<file path="config.mk">
export PLATFORM = sky130hd
export DESIGN_NAME = mcu_tx_uart_serializer
export DESIGN_NICKNAME = d
export VERILOG_FILES = /design/src/rtl/mcu_tx_uart_serializer.sv
export SDC_FILE = /design/constraint.sdc
export NUM_CORES = 1
export LEC_CHECK = 0
export ABC_AREA = 0
export CAP_MARGIN = 0
export CORE_ASPECT_RATIO = 1.75
export CORE_UTILIZATION = 49
export CTS_CLUSTER_DIAMETER = 50
export DETAILED_ROUTE_END_ITERATION = 16
export PLACE_DENSITY = 0.84
export SLEW_MARGIN = 20
export SYNTH_ARGS = -nofsm -noshare
export SYNTH_HDL_FRONTEND = slang
export SYNTH_SLANG_ARGS = --single-unit
</file>
<file path="constraint.sdc">
create_clock -name clk -period 1.9 [get_ports clk]
set_input_delay 0.19 -clock clk [delete_from_list [all_inputs] [get_ports clk]]
set_output_delay 0.19 -clock clk [all_outputs]
set_load 0.01 [all_outputs]
</file>
<file path="src/rtl/mcu_tx_uart_serializer.sv">
// rtl/mcu_tx_uart_serializer.sv - 32-bit word to four LSB-first UART frames
// Captures one word per handshake and serialises its bytes back to back.
module mcu_tx_uart_serializer #(
   parameter int CLKS_PER_BIT = 868,
   parameter int STOP_BITS    = 1
) (
   input  logic        clk,
   input  logic        reset_n,
   input  logic        enable,
   input  logic        tx_data_valid,
   input  logic [31:0] tx_data,
   output logic        tx_ack,
   output logic        uart_txd,
   output logic        busy,
   output logic        byte_done,
   output logic        word_done
);

   localparam int CW = (CLKS_PER_BIT > 1) ? $clog2(CLKS_PER_BIT) : 1;
   localparam logic [CW-1:0] BIT_LAST = CW'(CLKS_PER_BIT - 1);

   typedef enum logic [1:0] {S_IDLE, S_START, S_DATA, S_STOP} state_t;

   state_t          state_q, state_d;
   logic [31:0]     word_q, word_d;
   logic [7:0]      shift_q, shift_d;
   logic [1:0]      byte_idx_q, byte_idx_d;
   logic [2:0]      bit_idx_q, bit_idx_d;
   logic [CW-1:0]   bit_cnt_q, bit_cnt_d;
   logic            stop_idx_q, stop_idx_d;
   logic            tx_ack_q, tx_ack_d;
   logic            txd_q, txd_d;
   logic            busy_q, busy_d;
   logic            byte_done_q, byte_done_d;
   logic            word_done_q, word_done_d;

   logic            bit_end;
   logic            stop_last;
   logic [1:0]      byte_nxt;

   assign bit_end   = (bit_cnt_q == BIT_LAST);
   assign stop_last = (STOP_BITS == 2) ? stop_idx_q : 1'b1;
   assign byte_nxt  = byte_idx_q + 2'd1;

   always_comb begin
      state_d     = state_q;
      word_d      = word_q;
      shift_d     = shift_q;
      byte_idx_d  = byte_idx_q;
      bit_idx_d   = bit_idx_q;
      stop_idx_d  = stop_idx_q;
      txd_d       = txd_q;
      tx_ack_d    = 1'b0;
      byte_done_d = 1'b0;
      word_done_d = 1'b0;
      bit_cnt_d   = bit_end ? '0 : bit_cnt_q + 1'b1;

      case (state_q)
         S_IDLE: begin
            bit_cnt_d = '0;
            txd_d     = 1'b1;
            // The !tx_ack_q term blocks a second capture while upstream drops valid.
            if (enable && tx_data_valid && !tx_ack_q) begin
               word_d     = tx_data;
               shift_d    = tx_data[7:0];
               byte_idx_d = 2'd0;
               tx_ack_d   = 1'b1;
               txd_d      = 1'b0;
               state_d    = S_START;
            end
         end
         S_START: begin
            if (bit_end) begin
               txd_d     = shift_q[0];
               bit_idx_d = 3'd0;
               state_d   = S_DATA;
            end
         end
         S_DATA: begin
            if (bit_end) begin
               if (bit_idx_q == 3'd7) begin
                  txd_d      = 1'b1;
                  stop_idx_d = 1'b0;
                  state_d    = S_STOP;
               end else begin
                  shift_d   = {1'b0, shift_q[7:1]};
                  txd_d     = shift_q[1];
                  bit_idx_d = bit_idx_q + 3'd1;
               end
            end
         end
         S_STOP: begin
            if (bit_end) begin
               if (stop_last) begin
                  byte_done_d = 1'b1;
                  // Next frame's start bit follows the stop bit with no idle gap.
                  if (byte_idx_q != 2'd3) begin
                     byte_idx_d = byte_nxt;
                     shift_d    = word_q[{byte_nxt, 3'b000} +: 8];
                     txd_d      = 1'b0;
                     state_d    = S_START;
                  end else begin
                     word_done_d = 1'b1;
                     state_d     = S_IDLE;
                  end
               end else begin
                  stop_idx_d = 1'b1;
               end
            end
         end
         default: state_d = S_IDLE;
      endcase

      busy_d = (state_d != S_IDLE);
   end

   always_ff @(posedge clk or negedge reset_n) begin
      if (!reset_n) begin
         state_q     <= S_IDLE;
         word_q      <= '0;
         shift_q     <= '0;
         byte_idx_q  <= '0;
         bit_idx_q   <= '0;
         bit_cnt_q   <= '0;
         stop_idx_q  <= 1'b0;
         tx_ack_q    <= 1'b0;
         txd_q       <= 1'b1;
         busy_q      <= 1'b0;
         byte_done_q <= 1'b0;
         word_done_q <= 1'b0;
      end else begin
         state_q     <= state_d;
         word_q      <= word_d;
         shift_q     <= shift_d;
         byte_idx_q  <= byte_idx_d;
         bit_idx_q   <= bit_idx_d;
         bit_cnt_q   <= bit_cnt_d;
         stop_idx_q  <= stop_idx_d;
         tx_ack_q    <= tx_ack_d;
         txd_q       <= txd_d;
         busy_q      <= busy_d;
         byte_done_q <= byte_done_d;
         word_done_q <= word_done_d;
      end
   end

   assign tx_ack    = tx_ack_q;
   assign uart_txd  = txd_q;
   assign busy      = busy_q;
   assign byte_done = byte_done_q;
   assign word_done = word_done_q;

endmodule

</file>
### Word-level counts from Yosys, hierarchy flattened

Cells that the tools add are included.

* register bits after elaboration: 62
* logic and storage cells: 77

* add/subtract/negate cells: 3
* equal/unequal tests: 12
* shift-type cells: 1
* multiplexer cells: 37
* reductions and logical operators: 13

Operator list (count)
* 2-to-1 mux 8 bit: 5
* indexed part select 32 x 6 -> 8 bit: 1
* case mux 8 bit (3 select lines): 1
* 2-to-1 mux 10 bit: 2
* 2-to-1 mux 2 bit: 8
* 2-to-1 mux 1 bit: 14
* != test 2 bit, second input constant: 7
* AND reduction 4 bit: 3
* adder 10 x 1 -> 10 bit, second input constant: 1
* == test 10 bit, second input constant: 1
* 2-to-1 mux 3 bit: 3
* case mux 2 bit (4 select lines): 1
* case mux 3 bit (2 select lines): 1
* AND reduction 6 bit: 1
* nonzero test 2 bit: 3
* == test 2 bit, second input constant: 2
* case mux 1 bit (4 select lines): 1
* case mux 2 bit (2 select lines): 1
* adder 3 x 1 -> 3 bit, second input constant: 1
* == test 3 bit, second input constant: 1
* nonzero test 3 bit: 1
* adder 2 x 1 -> 2 bit, second input constant: 1
* == test 2 x 1 -> 1 bit, second input constant: 1
* logical AND 1 bit: 2
* 3 further kinds: 3

### Depth between registers and ports, before layout

Gate-level depths: netlist of run 1.

* word-level depth: 5
* mapped depth: 6
* gate-level depth less buffers: 6

### Worst setup path after synthesis of run 1

Ideal clock, no wire load.

* path type: flip-flop to flip-flop
* start point: register bit_cnt_q[0]
* end point: register shift_q[0]
* setup time: 125 ps
* arrival: 1998 ps
* path slack: -222 ps
* cell stages (with the launch flop): 7
* buffers on the path: 1
* cell sequence: dfrtp_1 -> ha_1 -> or3b_1 -> or3_1 -> buf_6 -> a21oi_4 -> mux2_2

* word-level cells in the longest chain between the ends: 3
* elaborated cells between the ends (all ways): 4
* classes of those cells: 3 x eq/ne; 1 x reduce/logical

RTL lines
* start: declaration: line 29 `logic [CW-1:0] bit_cnt_q, bit_cnt_d;`
* start signal: assignment: line 137 `bit_cnt_q <= bit_cnt_d;`
* == test 10 bit *: line 41 `assign bit_end = (bit_cnt_q == BIT_LAST);`
* != test 2 bit (no line)
* AND reduction 6 bit (no line) *
* end signal: assignment: line 134 `shift_q <= shift_d;`
* end: declaration: line 26 `logic [7:0] shift_q, shift_d;`

Mark *: on every way between the ends. The rest lies on a longest branch, timed or not.
A chain may end at the register's enable or synchronous reset.

### Final worst setup path of run 1

* start point: register bit_cnt_q[1]
* end point: register shift_q[7]

The elaborated chain is that of the path after synthesis.

==> qor.txt, run 1 <==
Final HPWL DP = 4.56 mm
total power = 4.87 mW
number of DRC markers in iteration 0 = 86
GRT Resource Usage Total = 0.240
Seq/Total Area, Yosys = 0.524
first-pass GRT wire length = 11.2 mm
# DRC = 0
Synth area leaders = dfrtp_1 52%, nand2_1 14%, mux4_2 6.1%
final setup fails = 10
DP Area = 0.00354 mm^2
R2R Path End = shift_q[7]
r2r setup slk = -0.10 ns
share of cells above drive strength 1 = 0.194
Root Buffer = clkbuf_8
pin count of the biggest net entering global routing = 34
final WL = 6.58 mm
EDFF count, synth = 0
Commonest cells post-synth = 107 x nand2_1, 61 x dfrtp_1, 22 x nor2_1, 11 x a21oi_1, 11 x clkbuf_1
largest area contributor in the netlist = dfrtp_1
Clock Tree Buf Depth = 2
failing checks = negative setup slack
Power Density = 1260 mW/mm^2
row cnt = 37
Critical Path Sink Type = flip-flop
Final nets = 406
clk slew on worst S/H paths = 0.07 ns
top_reg_cell synth = dfrtp_1
top-count cell post-synth = nand2_1
setup_tns = -0.744 ns
H-Tree Depth = 3
Post-Synthesis Cells = 305
Lkg Pwr = 1.81 nW
Mean Syn Cell Area = 9.71 um^2
initial antenna violation count = 0
Worst slew margin = 0.692
Yosys warnings = 0
Final Max Slew Viols = 0
DRT antenna net count = 0
Starting Density = 0.508
Worst-Skew Late Latency = 0.35 ns
dpl ws = -0.158 ns
CTS tree = built
Worst R2R Start = bit_cnt_q[1]
minimum clock period = 2.00 ns
final worst slack = -0.100 ns
Layout Skew = 0.00919 ns
r2r worst-path depth = 6
die area = 0.00637 mm^2
I/O pin count = 41
Synth top area share = 0.515
area of the core = 0.00583 mm^2
CP Max Fanout = 8
startpoint class of the critical path = flip-flop
die height = 105 um
Port Buf Inserts = 40
drt wl/cell = 14.6 um
maximum VDD drop = 928 uV
period utilization = 1.05
Hold Crit Class = in -> async
Worst Tran Pin Value = 0.462 ns
status = finished, violations left
Async SR Flop Fraction = 1.00
worst path required time = 2.13 ns
antenna diode count = 0
syn nets = 345
FMAX = 0.500 GHz
worst hold margin = 0.324 ns
Die X = 60.8 um
DR pass1 iterations = 4
RSZ-0062 raised after global routing = yes
design area = 0.00386 mm^2
routability cong. = 0.853
Yosys cell types = 39
# fillers = 451
WS Path Type = reg -> reg
routed vias/inst = 5.34
number of global-route vias before repair = 2508
Syn Std Cell Area = 0.00296 mm^2
Area Overhead vs Synth = 30.2%
via count = 2398
TritonCTS Buffers = 9
max-cap violation count = 0
crit path DAT = 2.23 ns
final hold violations = 0
gr ovfl total = 0
Synth Register Bits = 62
clk sinks = 62
==> critical path: stages (launching register included) <==
cell     delay [ns]
dfrtp_1        0.36
ha_2           0.18
or3b_4         0.37
or3_4          0.36
a21oi_4        0.15
buf_12         0.14
mux2_2         0.32
==> cell type report <==
class	count	area, um^2	area share
Sequential cell	62	1550	0.403
Multi-Input combinational cell	220	1360	0.351
Timing Repair Buffer	65	602	0.156
Clock buffer	13	179	0.0464
Tap cell	78	97.6	0.0253
Clock inverter	3	40.0	0.0104
Inverter	8	30.0	0.00779
==> sequential cells by signal, indices dropped and copies added (netlist names), 2 cells and up <==
register and flops:
bit_idx_q 3, shift_q 8, state_q 2, byte_idx_q 2, bit_cnt_q 10, word_q 32
==> cell families after synthesis <==
group	count (synthesis)	synth area share
compound gates	35	0.0777
xor+xnor	8	0.0237
fa+ha+maj	4	0.0169
buf+inv	23	0.0321
flops	62	0.524
mux	23	0.115
simple gates	150	0.210
==> cells in the final DEF (no fill, tap or decap), drive strengths merged, types with 2 or more instances in the layout <==
cell,n
xor2,2
nand3,4
nor2b,3
clkbuf,13
mux2,8
o32a,2
xnor2,6
o21ai,8
a21oi,12
buf,25
clkdlybuf4s50,39
clkinv,3
a31oi,4
or3,2
nor2,22
mux2i,7
dfrtp,61
o2bb2ai,3
ha,4
o31ai,2
nand2,107
mux4,8
and3b,2
o22ai,2
inv,7
nor3,2
==> timing repair <==
item / in CTS / in global routing
hold buffers: 1 / 0
setup buffers: 2 / 2
pin swaps: 1 / 3
endpoints found under the setup margin: 11 / 12
hold endpoints to repair: 18 / 0
gates resized for setup: 4 / 8
==> where the power goes <==
group          internal [mW]  switching [mW]  total, mW
clock network          0.744           0.505       1.25
logic                  0.836           0.654       1.49
registers               1.83           0.301       2.13
==> metrics by stage <==
step | util | instances
after detailed placement | 0.607 | 428
after floorplan | - | 305
after global placement | 0.607 | 428
final | 0.661 | 449
after CTS | 0.654 | 447
after global routing | 0.661 | 449
==> worst max path at each step <==
| stage | startpoint | to | slack [ns] | depth (start not counted) |
|---|---|---|---|---|
| detailed placement | bit_cnt_q[1] | shift_q[2] | -0.16 | 5 |
| floorplan | bit_cnt_q[0] | shift_q[0] | -0.19 | 6 |
| finish | bit_cnt_q[1] | shift_q[7] | -0.10 | 6 |
| global placement | bit_cnt_q[1] | shift_q[3] | -0.11 | 5 |
| CTS | bit_cnt_q[1] | shift_q[4] | -0.12 | 6 |
| global route | bit_cnt_q[1] | shift_q[0] | -0.16 | 6 |
==> metal layers <==
layer  vias up  share of wire  routed length, um  GRT usage
li1       1138              -                  -          -
met1      1194           0.37               2410      0.263
met2        56           0.58               3830      0.417
met3        10          0.026                171     0.0483
met4         0          0.025                163      0.120
met5         -              0                  0          0
Power figures use the tool's default switching activity.
==> run 2: changes to the inputs <==
- CORE_MARGIN: not set -> 5
- CORE_UTILIZATION: 49 -> 42
- MAX_ROUTING_LAYER: not set -> met4
- PLACE_DENSITY: 0.84 -> 0.75
==> qor.txt, run 2 (synthesized netlist as in run 1, its figures left out) <==
met2 wire length = 3.59 mm (was 3.83 mm)
Area Overhead vs Synth = 33.0% (was 30.2%)
crit path DAT = 2.22 ns (was 2.23 ns)
period utilization = 1.06 (was 1.05)
clk sinks = 62 (unchanged)
final core occ = 0.574 (was 0.661)
# DRC = 0 (unchanged)
Top reg by flops = word_q (unchanged)
gr ovfl total = 0 (unchanged)
worst path required time = 2.11 ns (was 2.13 ns)
routability cong. = 0.834 (was 0.853)
share of cells above drive strength 1 = 0.182 (was 0.194)
DRT antenna net count = 0 (unchanged)
CP Max Fanout = 8 (unchanged)
footprint of the multi-input gates = 0.00135 mm^2 (was 0.00136 mm^2)
Worst-Skew Late Latency = 0.33 ns (was 0.35 ns)
commonest non-fill, non-tap cell in the layout = nand2_1 (unchanged)
final setup fails = 10 (unchanged)
final hold violations = 0 (unchanged)
Worst slew margin = 0.650 (was 0.692)
FMAX = 0.499 GHz (was 0.500 GHz)
Final Max Slew Viols = 0 (unchanged)
r2r worst-path depth = 6 (unchanged)
Final nets = 409 (was 406)
clk slew on worst S/H paths = 0.05 ns (was 0.07 ns)
routed vias/inst = 5.09 (was 5.34)
first-pass GRT wire length = 10.7 mm (was 11.2 mm)
number of DRC markers in iteration 0 = 126 (was 86)
max-cap violation count = 0 (unchanged)
wire length on met3 = 295 um (was 171 um)
R2R Path End = shift_q[6] (was shift_q[7])
GRT Resource Usage Total = 0.166 (was 0.240)
register area = 0.00155 mm^2 (unchanged)
Port Buf Inserts = 40 (unchanged)
minimum clock period = 2.01 ns (was 2.00 ns)
pin count of the biggest net entering global routing = 34 (unchanged)
area of the core = 0.00686 mm^2 (was 0.00583 mm^2)
Die X = 73.5 um (was 60.8 um)
Layout Skew = 0.00668 ns (was 0.00919 ns)
Root Buffer = clkbuf_16 (was clkbuf_8)
Critical Path Sink Type = flip-flop (unchanged)
TritonCTS Buffers = 9 (unchanged)
highest routed metal layer = met4 (unchanged)
number of global-route vias before repair = 2389 (was 2508)
WS Path Type = reg -> reg (unchanged)
Power Density = 1310 mW/mm^2 (was 1260 mW/mm^2)
row cnt = 40 (was 37)
Lkg Pwr = 1.85 nW (was 1.81 nW)
most frequent cells in the layout = 106 x nand2_1, 61 x dfrtp_1, 39 x clkdlybuf4s50_1 (unchanged)
startpoint class of the critical path = flip-flop (unchanged)
H-Tree Depth = 3 (unchanged)
r2r setup slk = -0.11 ns (was -0.10 ns)
CTS tree = built (unchanged)
# fillers = 586 (was 451)
maximum VDD drop = 733 uV (was 928 uV)
Top Registers = word_q (32), bit_cnt_q (10), shift_q (8) (unchanged)
DR pass1 iterations = 6 (was 4)
dpl ws = -0.188 ns (was -0.158 ns)
RSZ-0062 raised after global routing = yes (unchanged)
Largest register FFs = 32 (unchanged)
die area = 0.00890 mm^2 (was 0.00637 mm^2)
initial antenna violation count = 0 (unchanged)
Worst R2R Start = bit_cnt_q[1] (unchanged)
via count = 2328 (was 2398)
wire length on met1 = 2.42 mm (was 2.41 mm)
Hold Crit Class = in -> async (unchanged)
Clock Tree Buf Depth = 2 (unchanged)
Final HPWL DP = 4.54 mm (was 4.56 mm)
I/O pin count = 41 (unchanged)
Worst Tran Pin Value = 0.525 ns (was 0.462 ns)
Starting Density = 0.432 (was 0.508)
failing checks = negative setup slack (unchanged)
final WL = 6.55 mm (was 6.58 mm)
final worst slack = -0.106 ns (was -0.100 ns)
antenna diode count = 0 (unchanged)
status = finished, violations left (unchanged)
worst hold margin = 0.368 ns (was 0.324 ns)
drt wl/cell = 14.3 um (was 14.6 um)
die height = 121 um (was 105 um)
-- run 2: changes by cell type in the layout (fill, tap and decap cells not counted) --
cell / delta
clkbuf_8: -12
mux2_4: -1
mux2_2: +1
clkinv_2: -2
a21oi_2: -1
buf_6: -1
clkbuf_1: +4
ha_1: +1
buf_4: +4
clkbuf_16: +9
a21oi_1: +1
ha_2: -1
-- run 2: cell type report --
class / instances / area share
Clock buffer: 14 / 0.0645
Multi-Input combinational cell: 220 / 0.342
Inverter: 8 / 0.00763
Timing Repair Buffer: 68 / 0.158
Sequential cell: 62 / 0.394
Tap cell: 84 / 0.0267
Clock inverter: 1 / 0.00763
-- run 2: report_power, final --
group	switching [mW]	internal [mW]
logic	0.627	0.843
registers	0.287	1.83
clock network	0.530	1.04
-- run 2: worst max-delay path by stage --
stage,startpoint,endpoint,cells after the start
finish,bit_cnt_q[1],shift_q[6],6
global route,bit_cnt_q[1],shift_q[0],6
CTS,bit_cnt_q[1],shift_q[6],6
detailed placement,bit_cnt_q[1],shift_q[6],5
global placement,bit_cnt_q[1],shift_q[3],5
floorplan,bit_cnt_q[0],shift_q[0],6
-- run 2: per-stage QoR --
step / cells / setup TNS [ns] / total power [mW] / cell area [um^2]
after floorplan: 305 / -1.54 / 2.98 / 2960
after global placement: 435 / -1.16 / 3.39 / 3560
after detailed placement: 435 / -1.59 / 3.47 / 3560
after CTS: 456 / -0.922 / 5.16 / 3920
after global routing: 457 / -1.31 / 5.48 / 3940
final: 457 / -0.845 / 5.16 / 3940
-- run 2: routing by layer --
layer  track usage  vias up
met4        0.0930        0
met5             -        -
met3        0.0547       19
li1              -     1147
met2         0.278       53
met1         0.164     1109
-- run 2: timing repair --
action,in CTS,in global routing
resized for setup,4,4
hold endpoints to repair,20,0
setup endpoints to repair,11,25
buffers inserted,5,1
pin swaps,1,1
hold buffers,1,0
-- run 2: worst max-delay path: stages (launching register included) --
cell	delay, ns
dfrtp_1	0.36
ha_2	0.18
or3b_4	0.38
or3_4	0.36
a21oi_4	0.15
buf_12	0.14
mux2_2	0.33
==> run 3: changes to the inputs <==
- GPL_TIMING_DRIVEN: not set -> 0
- SETUP_SLACK_MARGIN: not set -> 0.2
==> qor.txt, run 3 (synthesized netlist as in run 1, its figures left out) <==
status = finished, violations left (unchanged)
failing checks = negative setup slack (unchanged)
gr ovfl total = 0 (unchanged)
antenna diode count = 0 (unchanged)
most frequent cells in the layout = 105 x nand2_1, 61 x dfrtp_1, 39 x clkdlybuf4s50_1 (was 106 x nand2_1, 61 x dfrtp_1, 39 x clkdlybuf4s50_1)
TritonCTS Buffers = 9 (unchanged)
clk sinks = 62 (unchanged)
Top reg by flops = word_q (unchanged)
Worst-Skew Late Latency = 0.34 ns (was 0.33 ns)
Port Buf Inserts = 40 (unchanged)
GRT Resource Usage Total = 0.184 (was 0.166)
DRT antenna net count = 0 (unchanged)
Clock Tree Buf Depth = 2 (unchanged)
number of global-route vias before repair = 2526 (was 2389)
RSZ-0062 raised after global routing = yes (unchanged)
I/O pin count = 41 (unchanged)
footprint of the multi-input gates = 0.00140 mm^2 (was 0.00135 mm^2)
dpl cells = 430 (was 435)
met1 GRT Util = 0.180 (was 0.164)
share of cells above drive strength 1 = 0.192 (was 0.182)
routability cong. = 0.856 (was 0.834)
setup_tns = -2.79 ns (was -0.845 ns)
Non-Filler Instances = 459 (was 457)
first-pass GRT wire length = 12.0 mm (was 10.7 mm)
Lkg Pwr = 1.87 nW (was 1.85 nW)
commonest non-fill, non-tap cell in the layout = nand2_1 (unchanged)
Top Registers = word_q (32), bit_cnt_q (10), shift_q (8) (unchanged)
final hold violations = 0 (unchanged)
# fillers = 541 (was 586)
FMAX = 0.467 GHz (was 0.499 GHz)
Layout Skew = 0.00643 ns (was 0.00668 ns)
Final Max Slew Viols = 0 (unchanged)
worst path required time = 2.11 ns (about the same)
Die X = 73.5 um (unchanged)
register area = 0.00155 mm^2 (unchanged)
area of the core = 0.00686 mm^2 (unchanged)
number of DRC markers in iteration 0 = 110 (was 126)
DR pass1 iterations = 4 (was 6)
Final HPWL DP = 5.08 mm (was 4.54 mm)
H-Tree Depth = 3 (unchanged)
met2 usage in global routing = 0.318 (was 0.278)
Hold Crit Class = in -> async (unchanged)
pin count of the biggest net entering global routing = 46 (was 34)
Power Density = 1320 mW/mm^2 (was 1310 mW/mm^2)
clk slew on worst S/H paths = 0.05 ns (about the same)
Root Buffer = clkbuf_16 (unchanged)
minimum clock period = 2.14 ns (was 2.01 ns)
r2r worst-path depth = 7 (was 6)
crit path DAT = 2.36 ns (was 2.22 ns)
# DRC = 0 (unchanged)
CTS tree = built (unchanged)
row cnt = 40 (unchanged)
WS Path Type = reg -> reg (unchanged)
final core occ = 0.587 (was 0.574)
Final nets = 410 (was 409)
Starting Density = 0.432 (unchanged)
final setup fails = 19 (was 10)
via count = 2411 (was 2328)
total power = 5.30 mW (was 5.16 mW)
Area Overhead vs Synth = 36.0% (was 33.0%)
period utilization = 1.13 (was 1.06)
startpoint class of the critical path = flip-flop (unchanged)
Worst slew margin = 0.645 (was 0.650)
Critical Path Sink Type = flip-flop (unchanged)
routed vias/inst = 5.25 (was 5.09)
max-cap violation count = 0 (unchanged)
die height = 121 um (unchanged)
final WL = 7.21 mm (was 6.55 mm)
final worst slack = -0.240 ns (was -0.106 ns)
initial antenna violation count = 0 (unchanged)
Largest register FFs = 32 (unchanged)
maximum VDD drop = 859 uV (was 733 uV)
Worst Tran Pin Value = 0.533 ns (was 0.525 ns)
drt wl/cell = 15.7 um (was 14.3 um)
Most Crowded Layer GR = met2 (unchanged)
met3 Use GR = 0.0522 (was 0.0547)
design area = 0.00403 mm^2 (was 0.00394 mm^2)
CP Max Fanout = 8 (unchanged)
DP Area = 0.00349 mm^2 (was 0.00356 mm^2)
die area = 0.00890 mm^2 (unchanged)
[run 3: cell type report]
| cell class | count | area share |
|---|---|---|
| sequential | 62 | 0.386 |
| multi-input combinational | 220 | 0.347 |
| timing repair buffer | 54 | 0.135 |
| clock buffer | 12 | 0.0662 |
| tap | 84 | 0.0261 |
| buffer | 15 | 0.0186 |
| clock inverter | 4 | 0.0134 |
| inverter | 8 | 0.00777 |
[run 3: timing repair]
action | CTS | global route
hold endpoints to repair | 17 | 0
hold buffers | 1 | 0
setup buffers | 8 | 3
pin swaps | 8 | 9
gates cloned | 1 | 0
endpoints found under the setup margin | 58 | 51
resized for setup | 23 | 9
[run 3: final timing paths]
check	slack (ns)	end	startpoint
max	-0.24	shift_q[2]	bit_cnt_q[1]
min reg2reg	0.47	word_q[30]	word_q[30]
min	0.27	bit_cnt_q[4]	reset_n
min in group clk	0.37	word_q[24]	tx_data[24]
max reg2reg	-0.24	shift_q[2]	bit_cnt_q[1]
max in group asynchronous	1.13	shift_q[1]	reset_n
[run 3: worst max-delay path, cell delays in order (launching register included)]
cell and delay, ns:
dfrtp_1 0.40, ha_4 0.15, or3b_4 0.38, or3_4 0.34, buf_6 0.13, a21oi_4 0.13
buf_12 0.15, mux2_2 0.33
[run 3: power by group]
part	internal, mW	switching (mW)	total, mW
sequential	1.83	0.328	2.16
combinational	0.806	0.623	1.43
clock	1.12	0.592	1.72
[run 3: routing by layer]
| metal | wire (um) | part of all wire |
|---|---|---|
| met1 | 2610 | 0.36 |
| met2 | 4110 | 0.57 |
| met3 | 277 | 0.038 |
| met4 | 208 | 0.029 |
| met5 | 0 | 0 |
[run 3: through the flow]
stage | hold WS [ns] | setup WS, ns
2_1_floorplan | -0.106 | -0.193
3_5_place_dp | 0.0801 | -0.366
4_1_cts | 0.275 | -0.218
3_3_place_gp | 0.453 | -1.30
5_1_grt | 0.303 | -0.276
6_report | 0.269 | -0.240
